[src/rtl/mips_pkg.sv]
// Shared MIPS datapath definitions: word width, NOP encoding and fetch-stage state type.
package mips_pkg;

    localparam int unsigned WORD_W = 32;
    localparam logic [WORD_W-1:0] INSTR_NOP = 32'h0000_0000;

    typedef enum logic [1:0] {
        IDLE    = 2'd0,
        REQ     = 2'd1,
        HOLD    = 2'd2,
        DISCARD = 2'd3
    } fetch_state_e;

endpackage

[src/rtl/pc_reg.sv]
// Program counter register with load enable and +4 adder.
// Define FETCH_ALIGN_EN to force every loaded PC onto a word boundary.
module pc_reg
    import mips_pkg::*;
#(
    parameter logic [WORD_W-1:0] RESET_PC = 32'h0000_0000
) (
    input  logic              clk,
    input  logic              rst,
    input  logic              load,
    input  logic [WORD_W-1:0] npc,
    output logic [WORD_W-1:0] load_val,
    output logic [WORD_W-1:0] pc,
    output logic [WORD_W-1:0] pc_plus4
);

    // load_val is shared with the fetch address register so both see the same value
`ifdef FETCH_ALIGN_EN
    assign load_val = {npc[WORD_W-1:2], 2'b00};
`else
    assign load_val = npc;
`endif

    assign pc_plus4 = pc + WORD_W'(4);

    always_ff @(posedge clk or posedge rst) begin
        if (rst) begin
            pc <= RESET_PC;
        end else if (load) begin
            pc <= load_val;
        end
    end

endmodule

[src/rtl/fetch_unit.sv]
// Instruction-fetch stage: PC, req/ack fetch handshake, stall and redirect handling.
// Define FETCH_ALIGN_EN to word-align every PC/fetch-address load.
module fetch_unit
    import mips_pkg::*;
#(
    parameter logic [WORD_W-1:0] RESET_PC = 32'h0000_0000
) (
    input  logic              clk,
    input  logic              rst,
    input  logic [WORD_W-1:0] npc,
    input  logic              redirect,
    input  logic              stall,
    output logic              imem_req,
    output logic [WORD_W-1:0] imem_addr,
    input  logic              imem_ack,
    input  logic [WORD_W-1:0] imem_rdata,
    output logic [WORD_W-1:0] pc,
    output logic [WORD_W-1:0] pc_plus4,
    output logic [WORD_W-1:0] instr,
    output logic              instr_valid
);

    fetch_state_e      state;
    fetch_state_e      state_nxt;
    logic              pc_load;
    logic [WORD_W-1:0] load_val;
    logic [WORD_W-1:0] addr_nxt;
    logic [WORD_W-1:0] instr_nxt;
    logic              valid_nxt;
    logic              req_nxt;

    pc_reg #(
        .RESET_PC (RESET_PC)
    ) u_pc_reg (
        .clk      (clk),
        .rst      (rst),
        .load     (pc_load),
        .npc      (npc),
        .load_val (load_val),
        .pc       (pc),
        .pc_plus4 (pc_plus4)
    );

    always_ff @(posedge clk or posedge rst) begin
        if (rst) begin
            state       <= IDLE;
            imem_req    <= 1'b0;
            imem_addr   <= RESET_PC;
            instr       <= INSTR_NOP;
            instr_valid <= 1'b0;
        end else begin
            state       <= state_nxt;
            imem_req    <= req_nxt;
            imem_addr   <= addr_nxt;
            instr       <= instr_nxt;
            instr_valid <= valid_nxt;
        end
    end

    // Next-state and datapath control; redirect beats stall beats ack
    always_comb begin
        state_nxt = state;
        pc_load   = 1'b0;
        addr_nxt  = imem_addr;
        instr_nxt = instr;
        valid_nxt = instr_valid;

        case (state)
            IDLE: begin
                addr_nxt  = pc;
                state_nxt = REQ;
            end
            REQ: begin
                if (redirect) begin
                    pc_load   = 1'b1;
                    valid_nxt = 1'b0;
                    if (imem_ack) begin
                        addr_nxt = load_val;
                    end else begin
                        // address must stay put until the orphaned fetch completes
                        state_nxt = DISCARD;
                    end
                end else if (imem_ack) begin
                    instr_nxt = imem_rdata;
                    valid_nxt = 1'b1;
                    if (stall) begin
                        state_nxt = HOLD;
                    end else begin
                        pc_load  = 1'b1;
                        addr_nxt = load_val;
                    end
                end else begin
                    valid_nxt = 1'b0;
                end
            end
            HOLD: begin
                if (redirect || !stall) begin
                    pc_load   = 1'b1;
                    addr_nxt  = load_val;
                    valid_nxt = 1'b0;
                    state_nxt = REQ;
                end
            end
            DISCARD: begin
                valid_nxt = 1'b0;
                if (redirect) begin
                    pc_load = 1'b1;
                end
                if (imem_ack) begin
                    addr_nxt  = redirect ? load_val : pc;
                    state_nxt = REQ;
                end
            end
            default: begin
                state_nxt = IDLE;
            end
        endcase

        req_nxt = (state_nxt == REQ) || (state_nxt == DISCARD);
    end

endmodule

[config.mk]
export PLATFORM = sky130hd
export DESIGN_NAME = fetch_unit
export DESIGN_NICKNAME = d
export VERILOG_FILES = /design/src/rtl/mips_pkg.sv /design/src/rtl/pc_reg.sv /design/src/rtl/fetch_unit.sv
export SDC_FILE = /design/constraint.sdc
export NUM_CORES = 1
export LEC_CHECK = 0
export CORE_MARGIN = 10
export CORE_UTILIZATION = 46
export DETAILED_ROUTE_END_ITERATION = 8
export GPL_TIMING_DRIVEN = 0
export PLACE_DENSITY = 0.93
export SETUP_SLACK_MARGIN = 0.15
export SLEW_MARGIN = 20
export SYNTH_ARGS = -nofsm -noshare
export SYNTH_HDL_FRONTEND = slang
export SYNTH_SLANG_ARGS = --single-unit
[constraint.sdc]
create_clock -name clk -period 7.2 [get_ports clk]
set_input_delay 1.44 -clock clk [delete_from_list [all_inputs] [get_ports clk]]
set_output_delay 1.44 -clock clk [all_outputs]
set_load 0.01 [all_outputs]
# Yosys cells after proc, flatten, opt, wreduce, memory -nomap -nowiden
# Index checks and enable logic that the tools add are counted.
# Widths: inputs -> output; s select.
dict set report classes {
  addsub 1
  n_eq_ne 9
  muxes 25
  n_bitwise 1
  reduce_logical 8
}
# cell n
set op_table {}
lappend op_table {{$mux 32} 7}
lappend op_table {{$pmux 32 s4} 1}
lappend op_table {{$add 32x3->32 const B} 1}
lappend op_table {{$mux 2} 6}
lappend op_table {{$mux 1} 8}
lappend op_table {{$pmux 2 s4} 1}
lappend op_table {{$eq 2x2->1 const B} 3}
lappend op_table {{$ne 2x2->1 const B} 3}
lappend op_table {{$pmux 1 s3} 2}
lappend op_table {{$eq 2x1->1 const B} 2}
lappend op_table {{$reduce_and 4->1} 1}
lappend op_table {{$ne 3x3->1 const B} 1}
lappend op_table {{$reduce_and 3->1} 1}
lappend op_table {{$reduce_bool 3->1} 1}
lappend op_table {{$logic_not 2->1} 1}
lappend op_table {{$logic_or 1x1->1} 2}
lappend op_table {{$reduce_and 2->1} 1}
lappend op_table {{$logic_not 1->1} 1}
lappend op_table {{$not 1->1} 1}
dict set report word_totals {
  regBits 100
  input_bits 69
  out_inout_bits 130
  wordCells 50
}

# Longest topological paths before layout
# Gate-level depths: netlist of the first run.
dict set report logic_depth {
  word_depth 6
  mapped_depth 7
  mapped_depth_nobuf 6
}

# Cells and area by module
# From an unflattened synthesis of the first run, not the netlist that was laid out.
dict set report unflattened {
  hier_cells 435
  area_unflattened_um2 4936.0
}
# module instances cells_each area_each_um2
set by_module_without_submodules {}
lappend by_module_without_submodules {fetch_unit 1 250 2926.6}
lappend by_module_without_submodules {pc_reg 1 185 2009.4}

# Least setup slack after synthesis of the first run
# Ideal clock, no wire load.
dict set report synth_path {
  path_type {reg2out}
  from {reg u_pc_reg.pc[2]}
  to {out pc_plus4[24]}
  t_arrival_ns 1.735
  t_required_ns 5.760
  slack_ns 4.025
  path_stages_with_launch 6
  path_buffers 0
  cell_sequence {dfrtp_1 > ha_1 > nand3_1 > or3_1 > nor4_1 > xor2_1}
}
dict set report synth_between {
  elab_chain_len 1
}
# element line
set synth_rtl {}
lappend synth_rtl {{from (decl)} pc_reg.sv:13} ;# output logic [WORD_W-1:0] pc,
lappend synth_rtl {{from (signal assigned)} pc_reg.sv:30} ;# pc <= load_val;
lappend synth_rtl {{$add 32x3->32} pc_reg.sv:24} ;# assign pc_plus4 = pc + WORD_W'(4);
lappend synth_rtl {{to (decl)} fetch_unit.sv:18} ;# output logic [WORD_W-1:0] pc_plus4,
# No other way between the ends.

# Worst setup path after layout of the first run
dict set report layout_path {
  from {reg u_pc_reg.pc[2]}
  to {out pc_plus4[18]}
}
# The elaborated chain is that of the path after synthesis.

==> flow_metrics.env, run 1 <==
export IMPL_hold_class="reg -> reg"
export IMPL_hp_start="imem_addr[24]"
export IMPL_cp_slowest_cell="nor4_1"
export IMPL_reg2reg_from="state[1]"
export IMPL_cpMostUsedCell="nand3_1"
export IMPL_num_antenna_cells=0
export IMPL_worstSetupEndpointType="output pin"
export IMPL_fin_nets=654
export IMPL_worstRegToRegCells=7
export IMPL_initial_core_util_pct=46.6
export IMPL_syn_to_final_growth_pct=50.5
export IMPL_grt_max_degree=65
export IMPL_cts_sink_count=99
export IMPL_p_leak_nw=3.03
export IMPL_crit_arrival_ps=2880
export IMPL_whs_endpoint="imem_addr[24]"
export IMPL_slew_headroom_pct=49.9
export IMPL_drtIter0Drc=223
export IMPL_clk_pin_slew_ps=90
export IMPL_powerDensity_nw_per_um2=501
export IMPL_grt_pass1_wl_um=21900
export IMPL_port_buffers=198
export IMPL_whs_path_depth=1
export IMPL_cts_root_buf="clkbuf_8"
export IMPL_fillerInstances=750
export IMPL_syn_area_per_cell_um2=12.9
export IMPL_required_ps=5760
export IMPL_cts_hold_buf=0
export IMPL_hold_viol=0
export IMPL_post_cts_buffers=0
export IMPL_cts_buffers=9
export IMPL_final_area_um2=7150
export IMPL_final_antenna_net_count=0
export IMPL_syn_inst=367
export IMPL_seqCellArea_um2=2480
export IMPL_core_area_um2=10200
export IMPL_period_share_pct=60.0
export IMPL_drt_total_wl_um=14200
export IMPL_multiInputGateArea_um2=2140
export IMPL_worstSetupStartpointType="flip-flop"
export IMPL_via_count=3801
export IMPL_peakVddDrop_mv=0.219
export IMPL_critPathMaxStageDelay_ps=640
export IMPL_die_w_um=122
export IMPL_yosysSeqAreaShare_pct=52.1
export IMPL_clockBufferDepth=2
export IMPL_grt_pass1_vias=3983
export IMPL_track_usage_pct=18.5
export IMPL_layout_setup_ws_ps=2880
export IMPL_drc=0
export IMPL_syn_nets=444
export IMPL_hold_slack_ps=511
export IMPL_place_gp_congestion=0.861
export IMPL_regToRegSetupSlack_ps=4880
export IMPL_cts_tree="done"
export IMPL_netlist_area_um2=4750
export IMPL_rsz0062_at_grt="false"
export IMPL_synth_seq_cells=99
export IMPL_post_dp_hpwl_um=11300
export IMPL_crit_buf_inv=1
export IMPL_synth_distinct_cells=32
export IMPL_dr_pass1_iters=4
export IMPL_finalClockSkew_ps=5.20
export IMPL_grt_overflow=0
export IMPL_io_pins=199
export IMPL_status="finished, final reports clean"
export IMPL_layout_min_cycle_time_ps=4320
export IMPL_clock_fmax_mhz=231
export IMPL_maxSlewViolCount=0
export IMPL_clock_latency_ps=350
export IMPL_post_cts_resized=0
export IMPL_tns_ps=0
export IMPL_maxCapViolations=0
export IMPL_crit_path_max_fanout=7
export IMPL_antenna_found_initial=0
export IMPL_setup_viol=0
export IMPL_h_tree_depth=3
export IMPL_drive_gt1_share_pct=21.3
export IMPL_wl_per_cell_um=19.8
export IMPL_r2r_end="u_pc_reg.pc[24]"
export IMPL_synth_warning_count=0
export IMPL_mostFrequentLayoutCell="clkdlybuf4s50_1"
export IMPL_final_cell_mix="clkdlybuf4s50_1 (198), dfrtp_1 (99), mux2_2 (91), a22o_1 (33), xor2_1 (16)"
export IMPL_num_rows=37
export IMPL_crit_chain="ha_1 > nand3_1 > nor4_1 > nand3_1 > xnor2_1 > clkdlybuf4s50_1"
export IMPL_crit_type="reg -> out"
export IMPL_avgViaCountPerCell=5.29
export IMPL_p_total_mw=3.58
export IMPL_die_h_um=122
export IMPL_crit_family="simple AND/OR/NAND/NOR gates"
export IMPL_tightest_slew_ps=745
export IMPL_die_area_um2=14800
export IMPL_place_ws_ps=3270
export IMPL_postPlaceCellArea_um2=6940
==> metal layers <==
| metal | vias up | GRT usage [%] | wire length [um] | part of all wire (%) |
|---|---|---|---|---|
| met5 | - | 0 | 0 | 0 |
| met1 | 1861 | 21.7 | 5590 | 39 |
| met3 | 15 | 7.77 | 1690 | 12 |
| li1 | 1743 | - | - | - |
| met2 | 182 | 30.7 | 6690 | 47 |
| met4 | 0 | 4.99 | 244 | 1.7 |
==> report_power, final <==
| group | internal (mW) | switching [mW] |
|---|---|---|
| logic | 1.23 | 0.870 |
| registers | 0.843 | 0.270 |
| clock network | 0.188 | 0.184 |
==> cells by family (layout without fill, tap and decap cells) <==
family          count (synthesis)  after routing  share of synthesized area (%)
xor+xnor                       28             28                           5.16
buf+inv                        30            245                           2.84
compound gates                 45             45                           7.64
mux                            96             96                           22.8
simple gates                   61             61                           7.35
flops                          99             99                           52.1
fa+ha+maj                       8              8                           2.11
==> worst max-delay path by stage <==
stage / start / endpoint / slack [ps] / cells past startpoint
floorplan: rst / imem_addr[0] / 3170 / 1
global placement: rst / imem_addr[22] / 1740 / 2
detailed placement: u_pc_reg.pc[2] / pc_plus4[24] / 3270 / 6
CTS: u_pc_reg.pc[2] / pc_plus4[18] / 2850 / 6
global route: u_pc_reg.pc[2] / pc_plus4[30] / 2670 / 6
finish: u_pc_reg.pc[2] / pc_plus4[18] / 2880 / 6
==> stage by stage <==
step	std cells	util, %
2_1_floorplan	367	-
3_3_place_gp	701	67.8
3_5_place_dp	702	68.1
4_1_cts	718	70.2
5_1_grt	718	70.2
6_report	718	70.2
==> synthesized netlist by cell type <==
cell | number | share of area (%)
nand3_2 | 1 | 0.21
inv_1 | 12 | 0.95
mux2_2 | 91 | 22
and3_1 | 1 | 0.13
a221oi_1 | 1 | 0.18
o21ai_0 | 2 | 0.21
buf_2 | 6 | 0.63
buf_4 | 2 | 0.32
nor4_2 | 3 | 0.79
xnor2_1 | 12 | 2.2
mux2_1 | 5 | 1.2
nand4_2 | 2 | 0.53
nor2b_1 | 3 | 0.40
clkbuf_1 | 6 | 0.47
nand3_1 | 11 | 1.2
or3_1 | 2 | 0.26
ha_1 | 8 | 2.1
buf_6 | 1 | 0.24
a21oi_1 | 3 | 0.32
o21ai_1 | 2 | 0.21
xor2_1 | 16 | 2.9
nand2_1 | 9 | 0.71
nor4_1 | 5 | 0.66
o211ai_1 | 1 | 0.16
a21o_1 | 3 | 0.47
and4_1 | 3 | 0.55
nand4_1 | 2 | 0.26
dfrtp_1 | 99 | 52
nor3_1 | 7 | 0.74
buf_1 | 3 | 0.24
nor2_1 | 12 | 0.95
a22o_1 | 33 | 6.1
==> layout make-up <==
class / count / area share (%)
sequential: 99 / 34.7
multi-input combinational: 238 / 29.9
timing repair buffer: 199 / 28.1
tap: 136 / 2.38
clock buffer: 12 / 2.31
buffer: 18 / 1.26
inverter: 12 / 0.700
clock inverter: 4 / 0.665
No activity file was read; power rests on OpenSTA's default activity.
==> run 2, diff against run 1 <==
Settings changed: CORE_UTILIZATION 46 to 43, PLACE_DENSITY 0.93 to 0.89.
Clock period 7.2 ns to 4.1 ns, I/O delays scaled along.
==> flow_metrics.env, run 2 (synthesized netlist as in run 1, its figures left out) <==
export IMPL_p_leak_nw=3.01
export IMPL_io_pins=199
export IMPL_die_h_um=125
export IMPL_grt_max_degree=53
export IMPL_rsz0062_at_grt="false"
export IMPL_drt_total_wl_um=14200
export IMPL_die_area_um2=15700
export IMPL_worstSetupEndpointType="output pin"
export IMPL_hold_viol=0
export IMPL_drc=0
export IMPL_mostFrequentLayoutCell="clkdlybuf4s50_1"
export IMPL_tightest_slew_ps=589
export IMPL_post_cts_buffers=0
export IMPL_via_count=3787
export IMPL_port_buffers=198
export IMPL_cts_root_buf="clkbuf_8"
export IMPL_num_antenna_cells=0
export IMPL_layout_setup_ws_ps=413
export IMPL_period_share_pct=89.9
export IMPL_post_dp_hpwl_um=11100
export IMPL_peakVddDrop_mv=0.452
export IMPL_tns_ps=0
export IMPL_place_gp_congestion=0.813
export IMPL_crit_type="reg -> out"
export IMPL_antenna_found_initial=0
export IMPL_wl_per_cell_um=19.7
export IMPL_maxSlewViolCount=0
export IMPL_finalClockSkew_ps=10.2
export IMPL_hold_class="reg -> reg"
export IMPL_dp_cells=706
export IMPL_fillerInstances=807
export IMPL_maxCapViolations=0
export IMPL_clockBufferDepth=2
export IMPL_grt_pass1_wl_um=23000
export IMPL_clk_pin_slew_ps=100
export IMPL_cts_sink_count=99
export IMPL_cts_tree="done"
export IMPL_layout_min_cycle_time_ps=3690
export IMPL_worstSetupStartpointType="flip-flop"
export IMPL_drive_gt1_share_pct=21.3
export IMPL_status="finished, final reports clean"
export IMPL_grt_pass1_vias=4125
export IMPL_die_w_um=125
export IMPL_drtIter0Drc=271
export IMPL_grt_overflow=0
export IMPL_core_area_um2=10800
export IMPL_setup_viol=0
export IMPL_final_cell_mix="clkdlybuf4s50_1 (198), dfrtp_1 (99), mux2_2 (91), a22o_1 (33), xor2_1 (16)"
export IMPL_cts_hold_buf=0
export IMPL_cts_buffers=9
export IMPL_crit_arrival_ps=2870
export IMPL_stdcell_count=722
export IMPL_crit_path_max_fanout=7
export IMPL_fin_nets=654
export IMPL_h_tree_depth=3
export IMPL_avgViaCountPerCell=5.25
export IMPL_place_ws_ps=719
export IMPL_initial_core_util_pct=43.8
export IMPL_final_antenna_net_count=0
export IMPL_num_rows=38
export IMPL_track_usage_pct=17.9
export IMPL_required_ps=3280
export IMPL_clock_latency_ps=370
export IMPL_dr_pass1_iters=4
export IMPL_clock_fmax_mhz=271
export IMPL_syn_to_final_growth_pct=50.4
export IMPL_slew_headroom_pct=60.4
export IMPL_powerDensity_nw_per_um2=875
run 2: path summary, 6_finish.rpt:
check | startpoint | end | slack [ps] | cells after the start
worst min-delay path | instr[14] | instr[14] | 510 | 1
max in group asynchronous | rst | imem_addr[26] | 2630 | 3
worst max register to register | state[1] | u_pc_reg.pc[9] | 1780 | 7
worst min register to register | instr[14] | instr[14] | 510 | 1
min in group asynchronous | rst | instr[22] | 850 | 2
worst max-delay path | u_pc_reg.pc[2] | pc_plus4[26] | 410 | 6
run 2: repair_timing:
item / CTS / global route
hold endpoints to repair: 0 / 0
endpoints found under the setup margin: 0 / 4
resized for setup: 0 / 1
run 2: worst max-delay path, stage by stage, from the launching register on:
cell and delay (ps):
dfrtp_1 490, ha_1 260, nand3_2 210, or3_1 480, nor4_1 330, xor2_1 170, clkdlybuf4s50_1 550
run 2: where the power goes:
part | switching (mW) | total, mW | internal [mW]
Combinational | 1.50 | 3.65 | 2.15
Clock | 0.348 | 0.638 | 0.290
Sequential | 0.485 | 1.96 | 1.48
Total | 2.33 | 6.25 | 3.92
run 2: final cells by class:
cell class	count	area, um2	share of cell area, %
flip-flops and latches	99	2480	34.7
multi-input cells	238	2140	30.0
repair buffers	199	2010	28.1
well taps	140	175	2.45
clock buffers	10	128	1.79
plain buffers	18	90.1	1.26
clock inverters	6	73.8	1.03
inverters	12	50.0	0.700
run 2: stage by stage:
step	area, um2	hold slack (ps)	utilization, %	power [mW]
6_report	7150	509	65.9	6.25
5_1_grt	7150	530	65.9	6.68
4_1_cts	7140	513	65.9	6.32
3_5_place_dp	6940	487	64.0	5.67
3_3_place_gp	6910	488	63.7	5.54
2_1_floorplan	4750	533	-	3.75
run 2: routing by layer:
layer  share of wire (%)  GRT usage [%]
met1                  40           20.7
met2                  49           29.7
met3                 9.4           7.14
met4                 1.3           5.56
met5                   0              0
==> run 3, diff against run 2 <==
Settings changed: CORE_UTILIZATION 43 to 30, PLACE_DENSITY 0.89 to 0.68.
==> flow_metrics.env, run 3 (synthesized netlist as in run 1, its figures left out) <==
export IMPL_num_antenna_cells=0
export IMPL_setup_viol=0
export IMPL_die_h_um=146
export IMPL_antenna_found_initial=0
export IMPL_grt_pass1_wl_um=23800
export IMPL_h_tree_depth=3
export IMPL_die_area_um2=21300
export IMPL_whs_path_depth=1
export IMPL_crit_path_max_fanout=7
export IMPL_drt_total_wl_um=15100
export IMPL_tns_ps=0
export IMPL_period_share_pct=89.7
export IMPL_initial_core_util_pct=30.9
export IMPL_drc=0
export IMPL_worstSetupEndpointType="output pin"
export IMPL_final_cell_mix="clkdlybuf4s50_1 (198), dfrtp_1 (99), mux2_2 (91), a22o_1 (33), xor2_1 (16)"
export IMPL_seqCellArea_um2=2480
export IMPL_tightest_slew_ps=565
export IMPL_dp_cells=777
export IMPL_worstRegToRegCells=7
export IMPL_layout_min_cycle_time_ps=3680
export IMPL_grt_overflow=0
export IMPL_critPathMaxStageDelay_ps=550
export IMPL_stdcell_count=793
export IMPL_avgViaCountPerCell=4.75
export IMPL_path_depth=6
export IMPL_track_usage_pct=13.9
export IMPL_mostFrequentLayoutCell="clkdlybuf4s50_1"
export IMPL_rsz0062_at_grt="false"
export IMPL_io_pins=199
export IMPL_multiInputGateArea_um2=2150
export IMPL_clock_fmax_mhz=272
export IMPL_via_count=3769
export IMPL_cts_tree="done"
export IMPL_required_ps=3280
export IMPL_cts_root_buf="clkbuf_16"
export IMPL_clockBufferDepth=2
export IMPL_final_antenna_net_count=0
export IMPL_post_cts_buffers=0
export IMPL_fin_nets=654
export IMPL_port_buffers=198
export IMPL_crit_buf_inv=1
export IMPL_crit_family="simple AND/OR/NAND/NOR gates"
export IMPL_hold_viol=0
export IMPL_cts_hold_buf=0
export IMPL_crit_chain="ha_1 > nand3_2 > or3_1 > nor4_1 > xor2_1 > clkdlybuf4s50_1"
export IMPL_crit_arrival_ps=2860
export IMPL_cp_slowest_cell="clkdlybuf4s50_1"
export IMPL_grt_pass1_vias=4118
export IMPL_drtIter0Drc=116
export IMPL_maxSlewViolCount=0
export IMPL_num_rows=45
export IMPL_peakVddDrop_mv=0.296
export IMPL_grt_max_degree=51
export IMPL_wl_per_cell_um=19.0
export IMPL_place_gp_congestion=0.814
export IMPL_worstSetupStartpointType="flip-flop"
export IMPL_status="finished, final reports clean"
export IMPL_dr_pass1_iters=4
export IMPL_p_leak_nw=3.08
export IMPL_clk_pin_slew_ps=70
export IMPL_post_dp_hpwl_um=11700
export IMPL_crit_type="reg -> out"
export IMPL_cts_buffers=9
export IMPL_powerDensity_nw_per_um2=896
export IMPL_die_w_um=146
export IMPL_hold_class="reg -> reg"
export IMPL_maxCapViolations=0
export IMPL_drive_gt1_share_pct=21.6
export IMPL_clock_latency_ps=350
export IMPL_fillerInstances=1391
export IMPL_cts_sink_count=99
export IMPL_syn_to_final_growth_pct=55.5
export IMPL_slew_headroom_pct=62.3
export IMPL_finalClockSkew_ps=4.26
export IMPL_core_area_um2=15400
-- run 3: per-stage QoR --
step / utilization [%] / hold WS, ps / cell area [um2] / power (mW) / setup WS, ps
final: 48.1 / 505 / 7390 / 6.62 / 422
after global routing: 48.1 / 524 / 7390 / 7.07 / 266
after CTS: 48.0 / 508 / 7380 / 6.73 / 193
after detailed placement: 45.7 / 491 / 7030 / 5.70 / 614
after global placement: 45.5 / 488 / 7000 / 5.60 / -874
after floorplan: - / 533 / 4750 / 3.75 / 690
-- run 3: path summary, 6_finish.rpt --
check | startpoint | to | slack, ps
setup reg to reg | state[1] | u_pc_reg.pc[15] | 1790
setup / recovery | u_pc_reg.pc[2] | pc_plus4[28] | 420
max in group asynchronous | rst | imem_addr[27] | 2580
hold / removal | instr[16] | instr[16] | 500
hold reg to reg | instr[16] | instr[16] | 500
min in group asynchronous | rst | instr[9] | 890
-- run 3: area by class of cell --
cell class | instances | share of cell area (%)
Tap cell | 211 | 3.57
Timing Repair Buffer | 199 | 27.2
Clock inverter | 7 | 1.68
Clock buffer | 9 | 3.05
Multi-Input combinational cell | 238 | 29.1
Sequential cell | 99 | 33.5
Inverter | 12 | 0.677
Buffer | 18 | 1.22
-- run 3: where the power goes --
part | internal [mW] | switching [mW]
Clock | 0.602 | 0.390
Sequential | 1.48 | 0.481
Combinational | 2.15 | 1.51
-- run 3: timing repair --
item / in CTS / in global routing
endpoints found under the setup margin: 0 / 4
hold endpoints to repair: 0 / 0
gates resized for setup: 0 / 2
-- run 3: metal layers --
metal / GRT usage, % / vias to the layer above / share of wire (%)
li1: - / 1745 / -
met1: 16.0 / 1873 / 41
met2: 22.6 / 139 / 47
met3: 6.09 / 12 / 9.8
met4: 4.90 / 0 / 1.4
met5: 0 / - / 0
